<file path="src/rtl/byte_lane_packer.sv">
// -----------------------------------------------------------------------------
// byte_lane_packer
//
// Collects 8-bit bytes tagged with a lane number and packs them into 16-bit
// words for a downstream byte-enabled register. A word is emitted when both
// lanes are filled, when a byte lands on an already-filled lane (collision),
// when a byte carries in_last, or, if enabled, after an idle timeout with a
// partial word held. Between emissions byteena is 2'b00, so the downstream
// register keeps its contents.
//
// Optional feature macro: BYTE_LANE_PACKER_TIMEOUT_EN
//   defined   -> idle counter and timeout flush are built
//   undefined -> no counter; partial words wait until completed, collided
//                or flushed by in_last; TIMEOUT is only range-checked
//
// Parameters
//   TIMEOUT   idle cycles with a partial word before a forced flush (1..255)
//
// Ports
//   clk       in   rising-edge clock
//   areset    in   asynchronous, active-high reset
//   in_valid  in   byte present on in_data
//   in_data   in   [7:0] byte value
//   in_lane   in   target lane: 0 = d[7:0], 1 = d[15:8]
//   in_last   in   flush the word after this byte
//   in_ready  out  registered; byte accepted when in_valid & in_ready
//   d         out  [15:0] packed word, holds its last emitted value
//   byteena   out  [1:0] lane enables, one-cycle pulse per emitted word
// -----------------------------------------------------------------------------
module byte_lane_packer #(
  parameter int unsigned TIMEOUT = 8
) (
  input  logic        clk,
  input  logic        areset,
  input  logic        in_valid,
  input  logic [7:0]  in_data,
  input  logic        in_lane,
  input  logic        in_last,
  output logic        in_ready,
  output logic [15:0] d,
  output logic [1:0]  byteena
);

  if ((TIMEOUT < 1) || (TIMEOUT > 255)) begin : g_bad_timeout
    $error("byte_lane_packer: TIMEOUT must be in 1..255");
  end

  typedef enum logic [1:0] {
    ST_EMPTY,
    ST_PARTIAL,
    ST_PEND
  } state_e;

  // Registered state and outputs
  logic [15:0] hold_q,    hold_d;
  logic [1:0]  mask_q,    mask_d;
  logic        pend_q,    pend_d;
  logic        in_ready_q, in_ready_d;
  logic [15:0] d_q,       d_d;
  logic [1:0]  byteena_q, byteena_d;
`ifdef BYTE_LANE_PACKER_TIMEOUT_EN
  localparam logic [7:0] TimeoutLast = 8'(TIMEOUT - 1);
  logic [7:0]  cnt_q,     cnt_d;
`endif

  state_e      state;
  logic        accept;
  logic [1:0]  lane_bit;
  logic [15:0] byte_word;
  logic [15:0] held_word;

  // Expand a lane mask into a 16-bit bit mask.
  function automatic logic [15:0] lane_expand(input logic [1:0] m);
    return {{8{m[1]}}, {8{m[0]}}};
  endfunction

  // The state is fully described by pend and mask; decode it for readability.
  always_comb begin
    if (pend_q)               state = ST_PEND;
    else if (mask_q == 2'b00) state = ST_EMPTY;
    else                      state = ST_PARTIAL;
  end

  assign accept    = in_valid & in_ready_q;
  assign lane_bit  = in_lane ? 2'b10 : 2'b01;
  assign byte_word = in_lane ? {in_data, 8'h00} : {8'h00, in_data};
  // Un-enabled lanes are forced to zero on every emission.
  assign held_word = hold_q & lane_expand(mask_q);

  always_comb begin
    // NOTE: every signal driven here gets a default first so that no path
    // leaves it unassigned, which would otherwise infer a latch.
    hold_d    = hold_q;
    mask_d    = mask_q;
    pend_d    = pend_q;
    d_d       = d_q;
    byteena_d = 2'b00;
`ifdef BYTE_LANE_PACKER_TIMEOUT_EN
    cnt_d     = cnt_q;
`endif

    unique case (state)
      ST_EMPTY: begin
        if (accept) begin
          if (in_last) begin
            // Lone byte with last: emit straight through, stay empty.
            d_d       = byte_word;
            byteena_d = lane_bit;
          end else begin
            hold_d = byte_word;
            mask_d = lane_bit;
          end
`ifdef BYTE_LANE_PACKER_TIMEOUT_EN
          cnt_d = '0;
`endif
        end
      end

      ST_PARTIAL: begin
        if (accept) begin
          if ((mask_q & lane_bit) == 2'b00) begin
            // Other lane: word complete; in_last adds nothing here.
            d_d       = held_word | byte_word;
            byteena_d = 2'b11;
            mask_d    = 2'b00;
          end else begin
            // Collision: flush the old byte, the new one starts a word. With
            // in_last it needs a second emission slot, taken via PEND.
            d_d       = held_word;
            byteena_d = mask_q;
            hold_d    = byte_word;
            mask_d    = lane_bit;
            pend_d    = in_last;
          end
`ifdef BYTE_LANE_PACKER_TIMEOUT_EN
          cnt_d = '0;
`endif
        end
`ifdef BYTE_LANE_PACKER_TIMEOUT_EN
        else if (cnt_q == TimeoutLast) begin
          d_d       = held_word;
          byteena_d = mask_q;
          mask_d    = 2'b00;
          cnt_d     = '0;
        end else begin
          cnt_d = cnt_q + 8'd1;
        end
`endif
      end

      ST_PEND: begin
        // in_ready is low here, so nothing can be accepted this cycle.
        d_d       = held_word;
        byteena_d = mask_q;
        mask_d    = 2'b00;
        pend_d    = 1'b0;
`ifdef BYTE_LANE_PACKER_TIMEOUT_EN
        cnt_d     = '0;
`endif
      end

      default: ;
    endcase

    in_ready_d = ~pend_d;
  end

  // NOTE: sequential state uses non-blocking assignments so every register
  // samples the pre-edge values, independent of statement order.
  always_ff @(posedge clk or posedge areset) begin
    if (areset) begin
      hold_q     <= '0;
      mask_q     <= 2'b00;
      pend_q     <= 1'b0;
      in_ready_q <= 1'b1;
      d_q        <= '0;
      byteena_q  <= 2'b00;
`ifdef BYTE_LANE_PACKER_TIMEOUT_EN
      cnt_q      <= '0;
`endif
    end else begin
      hold_q     <= hold_d;
      mask_q     <= mask_d;
      pend_q     <= pend_d;
      in_ready_q <= in_ready_d;
      d_q        <= d_d;
      byteena_q  <= byteena_d;
`ifdef BYTE_LANE_PACKER_TIMEOUT_EN
      cnt_q      <= cnt_d;
`endif
    end
  end

  assign in_ready = in_ready_q;
  assign d        = d_q;
  assign byteena  = byteena_q;

endmodule

</file>
<file path="config.mk">
export PLATFORM = sky130hd
export DESIGN_NAME = byte_lane_packer
export DESIGN_NICKNAME = d
export VERILOG_FILES = /design/src/rtl/byte_lane_packer.sv
export SDC_FILE = /design/constraint.sdc
export NUM_CORES = 1
export LEC_CHECK = 0
export ABC_AREA = 1
export CAP_MARGIN = 40
export CORE_UTILIZATION = 40
export CTS_CLUSTER_SIZE = 12
export DETAILED_ROUTE_END_ITERATION = 10
export PLACE_DENSITY = 0.6
export SYNTH_ARGS = -nofsm -noshare
export SYNTH_HDL_FRONTEND = slang
export SYNTH_SLANG_ARGS = --single-unit
</file>
<file path="constraint.sdc">
create_clock -name clk -period 1.41 [get_ports clk]
set_input_delay 0.141 -clock clk [delete_from_list [all_inputs] [get_ports clk]]
set_output_delay 0.141 -clock clk [all_outputs]
set_load 0.02 [all_outputs]
</file>
==> run summary, run 1 <==
CTS Buffer Depth = 2
Final Cycle Share = 97.9%
DR iter-0 viols = 106
Area of the die = 5080 sq um
Sequential fraction of the synthesis area = 49.6%
Hold Slack = 191 ps
1st-pass router iterations = 7
GR Util All Layers = 20.5%
Average wire per standard cell = 13.4 um
CTS tree = done
Die height = 71.3 um
Yosys cell types = 19
I/O pins = 32
TritonCTS Buffers = 5
Sequential cell area = 952 sq um
Commonest non-fill, non-tap cells in the layout = 101 x nand2_1, 37 x dfrtp_1, 30 x nand3_1, 25 x nor2_1, 21 x inv_1
Port bufs = 31
Htree depth = 2
CP delay by family, top = buffers and inverters
Max-capacitance violation count = 0
Detailed Route WL = 4810 um
Fraction of layout cells with a size suffix above 1 = 12.1%
Slew headroom = 83.5%
Hold_buf cts = 0
Vias in the first global route = 1,704
Area leader, netlist = dfrtp_1
Overflow after GRT = 0
Slew Viols, Final = 0
Core area = 4470 sq um
Net Sw Frac = 40.5%
Die X-Extent = 71.3 um
Worst-path fanout max = 2
Status = complete, but fails checks
CTS sink cnt = 38
Worst-skew pair later-pin latency = 300 ps
Synth Area per Inst = 7.36 sq um
Endpoints failing setup = 0
Placer congestion estimate = 0.821
Maximum VDD drop = 1.12 mV
WP buf/inv = 1
Layout Skew = 5.60 ps
Starting Density = 42.9%
P&R area growth vs syn = 34.2%
Worst-margin pin slew = 245 ps
Fin. Hold Viols = 0
Antenna violations before repair = 0
Clk slew on worst S/H paths = 70 ps
PwrDens = 2080 nW/um^2
Clock root buffer = clkbuf_8
Most common cell after layout, fill and taps aside = nand2_1
Global-route wire length before repair = 8080 um
Fin util = 57.6%
Area of the multi-input gates = 842 sq um
Clock power frac = 17.2%
CP peak stage delay = 600 ps
Worst-path cell chain = clkdlybuf4s50_1
Critical path type = register to output port
Top cells by area, synth = dfrtp_1 48%, nand2_1 20%, nand3_1 7.8%
Critical path data required time = 1270 ps
DRC = 2
Failing checks = design-rule violations
CP Capture Type = output port
# fillers = 421
Vias = 1,843
# diodes = 0
Sequential power share = 35.0%
Nets = 319
Sw Pwr = 0.00217 W
Internal power component = 0.00319 W
Syn_nets = 274
F_max = 724 MHz
Power Total = 0.00536 W
Synth Instances = 261
CP Launch Type = register
Minimum clock period = 1380 ps
Data arrival time of the worst path = 1240 ps
Worst Hold Class = input port to asynchronous set/reset pin
Top cell type's share of synthesized area = 48.2%
Largest net degree at the start of global routing = 39
Detail Placement HPWL = 3180 um
CP max stage cell = clkdlybuf4s50_1
RSZ-0062 raised after global routing = yes
Mapped Area = 1920 sq um
Leakage power total = 1.53 nW
Combinational fraction of design power = 47.7%
Vias per cell = 5.13
Yosys warns = 0
Routed Antenna Nets = 0
Register bit count reported by yosys = 38
# rows = 24
==> final cells by class <==
cell class,count,area share (%)
Clock buffer,7,2.96
Clock inverter,1,1.17
Inverter,24,3.59
Multi-Input combinational cell,189,32.7
Sequential cell,38,36.9
Tap cell,52,2.52
Timing Repair Buffer,48,20.1
==> metrics by stage <==
stage	instance area [sq um]	setup TNS, ps	cells	worst slack, ps
3_5_place_dp	2400	-1880	351	-86.6
2_1_floorplan	1920	0	261	26.2
3_3_place_gp	2400	-2070	351	-92.6
4_1_cts	2500	0	359	0.520
5_1_grt	2580	-707	359	-55.8
6_report	2580	0	359	29.3
==> layer usage <==
| metal | up-vias | GRT usage, % | part of all wire, % |
|---|---|---|---|
| met5 | - | 0 | 0 |
| met4 | 0 | 6.89 | 1.4 |
| met3 | 8 | 4.08 | 4.5 |
| met2 | 47 | 32.7 | 48 |
| met1 | 881 | 27.9 | 46 |
| li1 | 907 | - | - |
==> synth_stat cells <==
cell,instances
buf_6,1
o21ai_1,1
nand3_2,2
nor3_1,1
o21ai_0,12
nor2_1,25
nor2_4,1
nand3_4,1
nand3_1,30
nand2_2,4
inv_2,3
dfrtp_1,37
nand2_1,103
buf_4,2
clkbuf_1,2
dfstp_2,1
inv_1,21
a21oi_1,9
buf_2,5
==> state kept, by name, indices dropped and copies added (netlist names) <==
register  count
d            16
byteena       2
mask_q        2
in_ready      1
hold_q       16
pend_q        1
==> power by group through the flow <==
stage / registers (W) / logic [W] / clock network [W]
after floorplan: 0.00218 / 0.00119 / 0
after global placement: 0.00190 / 0.00253 / 0
after detailed placement: 0.00190 / 0.00255 / 0
after CTS: 0.00189 / 0.00254 / 0.000947
after global routing: 0.00195 / 0.00284 / 0.000981
final: 0.00188 / 0.00256 / 0.000924
==> repair_timing <==
action,4_1_cts,5_1_grt
pin swaps,0,1
cloned,0,0
setup endpoints to repair,3,47
gates resized for setup,3,23
buffers inserted,0,0
==> path summary, 6_finish.rpt <==
path / slack, ps / depth (start not counted) / start / endpoint
max: 30 / 1 / d[10]$_DFFE_PP0P_ / d[10]
min reg2reg: 470 / 2 / hold_q[10]$_DFFE_PP0P_ / hold_q[10]$_DFFE_PP0P_
min in group clk: 470 / 2 / hold_q[10]$_DFFE_PP0P_ / hold_q[10]$_DFFE_PP0P_
max in group asynchronous: 960 / 3 / areset / in_ready$_DFF_PP1_
max reg2reg: 50 / 7 / in_ready$_DFF_PP1_ / mask_q[1]$_DFFE_PP0P_
min: 190 / 3 / areset / byteena[1]$_DFF_PP0_
==> kinds of logic (layout without fill, tap and decap cells) <==
logic type | Yosys count | after routing | share of synthesized area, %
buf+inv | 34 | 80 | 7.75
simple gates | 167 | 167 | 36.9
flops | 38 | 38 | 49.6
compound gates | 22 | 22 | 5.73
No activity file was read; power rests on OpenSTA's default activity.
==> inputs of run 2 (changes only) <==
Settings changed: ABC_AREA 1 to unset, HOLD_SLACK_MARGIN set to 0.15, PLACE_DENSITY 0.6 to 0.61.
==> run summary, run 2 <==
Combinational fraction of design power = 41.3%
CTS sink cnt = 38
Syn_nets = 176
RSZ-0062 raised after global routing = yes
Starting Density = 42.3%
CP Capture Type = register
PwrDens = 1680 nW/um^2
Fraction of layout cells with a size suffix above 1 = 26.0%
CTS Buffer Depth = 2
Worst-margin pin slew = 295 ps
Register bit count reported by yosys = 38
Most common cell after layout, fill and taps aside = dfrtp_1
DRC = 0
Internal power component = 0.00271 W
F_max = 632 MHz
Maximum VDD drop = 0.859 mV
WP buf/inv = 2
Critical path data required time = 1590 ps
Failing checks = negative setup slack
Layout Skew = 5.66 ps
CP Launch Type = register
Mapped Area = 1730 sq um
Net Sw Frac = 35.0%
Routed Antenna Nets = 0
Post-synth top flop = dfrtp_1
# fillers = 349
Slew Viols, Final = 0
Data arrival time of the worst path = 1760 ps
CP peak stage delay = 420 ps
Worst-path cell chain = buf_6, or3_4, a21oi_4, clkbuf_16, o21ai_1
# diodes = 0
Worst-path fanout max = 16
Vias per cell = 5.28
Clk slew on worst S/H paths = 70 ps
Die X-Extent = 67.8 um
Sequential power share = 40.3%
Top cell type's share of synthesized area = 53.5%
Post-Layout Cell Count = 265
Fin. Hold Viols = 0
Slew headroom = 80.3%
Vias in the first global route = 1,286
Final Cycle Share = 112%
Area of the die = 4590 sq um
1st-pass router iterations = 4
Core area = 4090 sq um
Htree depth = 2
Detail Placement HPWL = 2790 um
Vias = 1,398
Port bufs = 31
Sw Pwr = 0.00146 W
Clock root buffer = clkbuf_8
Top cells by count, synth = 37 x dfrtp_1, 25 x nand2_1, 16 x a22oi_1
Post-synth EDFFs = 0
Antenna violations before repair = 0
Clock power frac = 18.4%
Leakage power total = 1.28 nW
Endpoints failing setup = 33
CTS tree = done
DR iter-0 viols = 71
CP max stage cell = dfrtp_1
Die height = 67.8 um
P&R area growth vs syn = 43.2%
Synth Instances = 163
Most common cell in the netlist = dfrtp_1
Largest net degree at the start of global routing = 39
Worst setup margin = -172 ps
Minimum clock period = 1580 ps
Average wire per standard cell = 15.7 um
Max-capacitance violation count = 0
Hold_buf cts = 0
Fin util = 60.6%
GR Util All Layers = 18.8%
Worst-skew pair later-pin latency = 290 ps
Post-synth ARST share = 100%
Area leader, netlist = dfrtp_1
Detailed Route WL = 4160 um
Sequential fraction of the synthesis area = 55.0%
Placer congestion estimate = 0.793
TritonCTS Buffers = 5
Commonest non-fill, non-tap cells in the layout = 37 x dfrtp_1, 20 x nand2_1, 18 x buf_4, 16 x a22oi_1, 15 x clkdlybuf4s50_1
# rows = 23
Dpl cells = 255
Overflow after GRT = 0
Yosys warns = 0
Top cells by area, synth = dfrtp_1 54%, a22oi_1 6.9%, nand2_1 5.4%
Nets = 227
I/O pins = 32
CP delay by family, top = flip-flops
Global-route wire length before repair = 6040 um
Worst Hold Class = input port to asynchronous set/reset pin
Setup WS pre-CTS = -340 ps
Synth Area per Inst = 10.6 sq um
Critical path type = register to register
Status = complete, but fails checks
Yosys cell types = 28
## run 2: cell type report
cell class,count,area [sq um],area share (%)
multi-input combinational,104,748,30.2
sequential,38,952,38.4
timing repair buffer,55,586,23.6
inverter,10,37.5,1.52
clock buffer,7,86.3,3.48
tap,50,62.6,2.53
clock inverter,1,5.00,0.202
## run 2: repair_timing
item	in CTS	in global routing
setup endpoints to repair	39	45
gates resized for setup	17	29
gates cloned	0	2
pin swaps	0	10
buffers inserted	0	1
## run 2: cell families after synthesis
| kind of cell | Yosys count | synth area share, % |
|---|---|---|
| multiplexers | 17 | 10.8 |
| AND/OR/NAND/NOR | 48 | 14.5 |
| flip-flops | 38 | 55.0 |
| AO/OA/AOI/OAI | 39 | 14.2 |
| buffers and inverters | 21 | 5.50 |
## run 2: worst paths after layout
kind,slack [ps],start,end,depth (start not counted)
max in group asynchronous,960,areset,in_ready$_DFF_PP1_,3
setup reg to reg,-170,mask_q[1]$_DFFE_PP0P_,d[3]$_DFFE_PP0P_,5
min in group clk,480,d[8]$_DFFE_PP0P_,d[8]$_DFFE_PP0P_,2
hold reg to reg,480,d[8]$_DFFE_PP0P_,d[8]$_DFFE_PP0P_,2
hold / removal,200,areset,byteena[1]$_DFF_PP0_,3
setup / recovery,-170,mask_q[1]$_DFFE_PP0P_,d[3]$_DFFE_PP0P_,5
## run 2: worst reg2reg max path: stages (launching register included)
cell	delay [ps]
dfrtp_1	420
buf_6	140
or3_4	340
a21oi_4	260
clkbuf_16	230
o21ai_1	80
## run 2: power by group through the flow
stage | Combinational [W] | Clock, W | Sequential, W
after floorplan | 0.000676 | 0 | 0.00187
after global placement | 0.00156 | 0 | 0.00165
after detailed placement | 0.00161 | 0 | 0.00169
after CTS | 0.00159 | 0.000785 | 0.00167
after global routing | 0.00186 | 0.000818 | 0.00172
final | 0.00172 | 0.000767 | 0.00168
## run 2: routing by layer
layer	track usage [%]	part of all wire (%)	routed length [um]	vias to the layer above
met5	0	0	0	-
met4	9.64	2.0	85	0
met3	4.05	4.3	180	7
met2	29.7	49	2060	32
met1	24.2	44	1840	696
li1	-	-	-	663
## run 2: per-stage QoR
step | cell area (sq um) | setup TNS (ps) | hold WS [ps] | total power (W)
finish | 2480 | -4170 | 198 | 0.00416
global route | 2480 | -6060 | 214 | 0.00440
CTS | 2340 | -3980 | 207 | 0.00404
detailed placement | 2250 | -8540 | 469 | 0.00329
global placement | 2250 | -7840 | 461 | 0.00321
floorplan | 1750 | -2790 | 287 | 0.00254
==> inputs of run 3 (changes only) <==
Settings changed: DONT_BUFFER_PORTS set to 1, PLACE_DENSITY 0.61 to 0.51.
==> run summary, run 3 (synthesized netlist as in run 2, its figures left out) <==
Largest net degree at the start of global routing = 39
Die height = 67.8 um
Combinational fraction of design power = 25.1%
Critical path data required time = 1590 ps
Area of the die = 4590 sq um
Fraction of layout cells with a size suffix above 1 = 19.9%
Average wire per standard cell = 16.0 um
Flop-to-flop setup slack = -150 ps
Minimum clock period = 1560 ps
Detailed Route WL = 3930 um
Worst-skew pair later-pin latency = 290 ps
# diodes = 0
Data arrival time of the worst path = 1740 ps
Routed Antenna Nets = 0
Die X-Extent = 67.8 um
Slew headroom = 68.3%
Sw Pwr = 0.00136 W
Max-capacitance violation count = 0
Clk slew on worst S/H paths = 80 ps
TritonCTS Buffers = 5
P&R area growth vs syn = 28.5%
Global-route wire length before repair = 6290 um
Maximum VDD drop = 0.714 mV
Final Cycle Share = 111%
Port bufs = 0
1st-pass router iterations = 4
Critical path type = register to register
Starting Density = 42.3%
Worst Hold Launch = in_lane
Worst-path fanout max = 13
CTS tree = done
DR iter-0 viols = 53
Vias per cell = 5.26
Internal power component = 0.00268 W
CP Launch Type = register
Setup Fix Bufs, Post-CTS = 0
Worst-path cell chain = and3b_1, nor4_4, buf_12, mux2_2
Failing checks = negative hold slack, negative setup slack
Sequential power share = 47.4%
Critical Path Start = mask_q[0]$_DFFE_PP0P_
Layout Skew = 6.24 ps
Antenna violations before repair = 0
Placer congestion estimate = 0.749
Overflow after GRT = 0
Endpoints failing setup = 32
Worst-margin pin slew = 475 ps
Vias = 1,295
Leakage power total = 1.01 nW
CTS sink cnt = 38
Clock power frac = 27.6%
F_max = 642 MHz
Most common cell after layout, fill and taps aside = dfrtp_1
Nets = 208
Clock root buffer = clkbuf_8
GR Util All Layers = 19.5%
CTS Buffer Depth = 2
I/O pins = 32
Worst setup margin = -148 ps
Fin util = 54.4%
Vias in the first global route = 1,251
# rows = 23
# fillers = 365
Core area = 4090 sq um
DRC = 0
Setup WS pre-CTS = -143 ps
Hold_buf cts = 19
Htree depth = 2
Status = complete, but fails checks
Detail Placement HPWL = 2590 um
Hold Slack = -71.6 ps
Net Sw Frac = 33.7%
Fin. Hold Viols = 1
Worst Hold Class = input port to register
CP Capture Type = register
PwrDens = 1820 nW/um^2
Commonest non-fill, non-tap cells in the layout = 37 x dfrtp_1, 24 x nand2_1, 19 x dlygate4sd3_1, 16 x a22oi_1, 15 x buf_4
CP max stage cell = dfrtp_1
CP peak stage delay = 400 ps
R2R Path Start = mask_q[0]$_DFFE_PP0P_
RSZ-0062 raised after global routing = yes
Slew Viols, Final = 0
## run 3: worst paths after layout
path | to | depth (start not counted)
max | hold_q[3]$_DFFE_PP0P_ | 4
min in group asynchronous | byteena[1]$_DFF_PP0_ | 3
min reg2reg | hold_q[1]$_DFFE_PP0P_ | 1
max reg2reg | hold_q[3]$_DFFE_PP0P_ | 4
min | mask_q[0]$_DFFE_PP0P_ | 1
max in group asynchronous | in_ready$_DFF_PP1_ | 3
## run 3: layer usage
| layer | up-vias | part of all wire, % | routed length [um] | GRT usage, % |
|---|---|---|---|---|
| li1 | 621 | - | - | - |
| met1 | 633 | 48 | 1880 | 27.1 |
| met2 | 37 | 44 | 1730 | 27.5 |
| met3 | 4 | 7.4 | 289 | 7.43 |
| met4 | 0 | 0.69 | 27 | 6.25 |
| met5 | - | 0 | 0 | 0 |
## run 3: critical path, delay by kind of cell (launching register included)
| kind | cells | cell delay [ps] |
|---|---|---|
| DFF | 1 | 400 |
| buffers and inverters | 1 | 180 |
| muxes | 1 | 340 |
| and+or+nand+nor | 2 | 510 |
## run 3: timing repair
item	4_1_cts	5_1_grt
endpoints found under the hold margin	74	11
gates resized for setup	7	2
gates cloned	0	0
pin swaps	0	0
setup endpoints to repair	32	35
## run 3: cell type report
class | count | area [sq um] | share of cell area (%)
clock buffer | 5 | 68.8 | 3.10
clock inverter | 3 | 68.8 | 3.10
inverter | 10 | 37.5 | 1.69
multi-input combinational | 104 | 691 | 31.1
sequential | 38 | 952 | 42.8
tap | 50 | 62.6 | 2.81
timing repair buffer | 36 | 343 | 15.4
## run 3: stage by stage
stage | power [W] | cells | TNS, ps | hold WS (ps) | area, sq um
final | 0.00404 | 246 | -3330 | -71.6 | 2220
after global routing | 0.00427 | 246 | -5860 | -86.4 | 2220
after CTS | 0.00407 | 246 | -3630 | -86.3 | 2220
after detailed placement | 0.00288 | 219 | -3090 | 173 | 1890
after global placement | 0.00282 | 219 | -2460 | 166 | 1890
after floorplan | 0.00254 | 163 | -2790 | 287 | 1750
## run 3: power by group through the flow
stage / Clock (W) / Combinational (W) / Sequential [W]
4_1_cts: 0.00115 / 0.00101 / 0.00192
2_1_floorplan: 0 / 0.000676 / 0.00187
3_5_place_dp: 0 / 0.000945 / 0.00193
5_1_grt: 0.00119 / 0.00112 / 0.00196
6_report: 0.00111 / 0.00101 / 0.00191
3_3_place_gp: 0 / 0.000913 / 0.00191
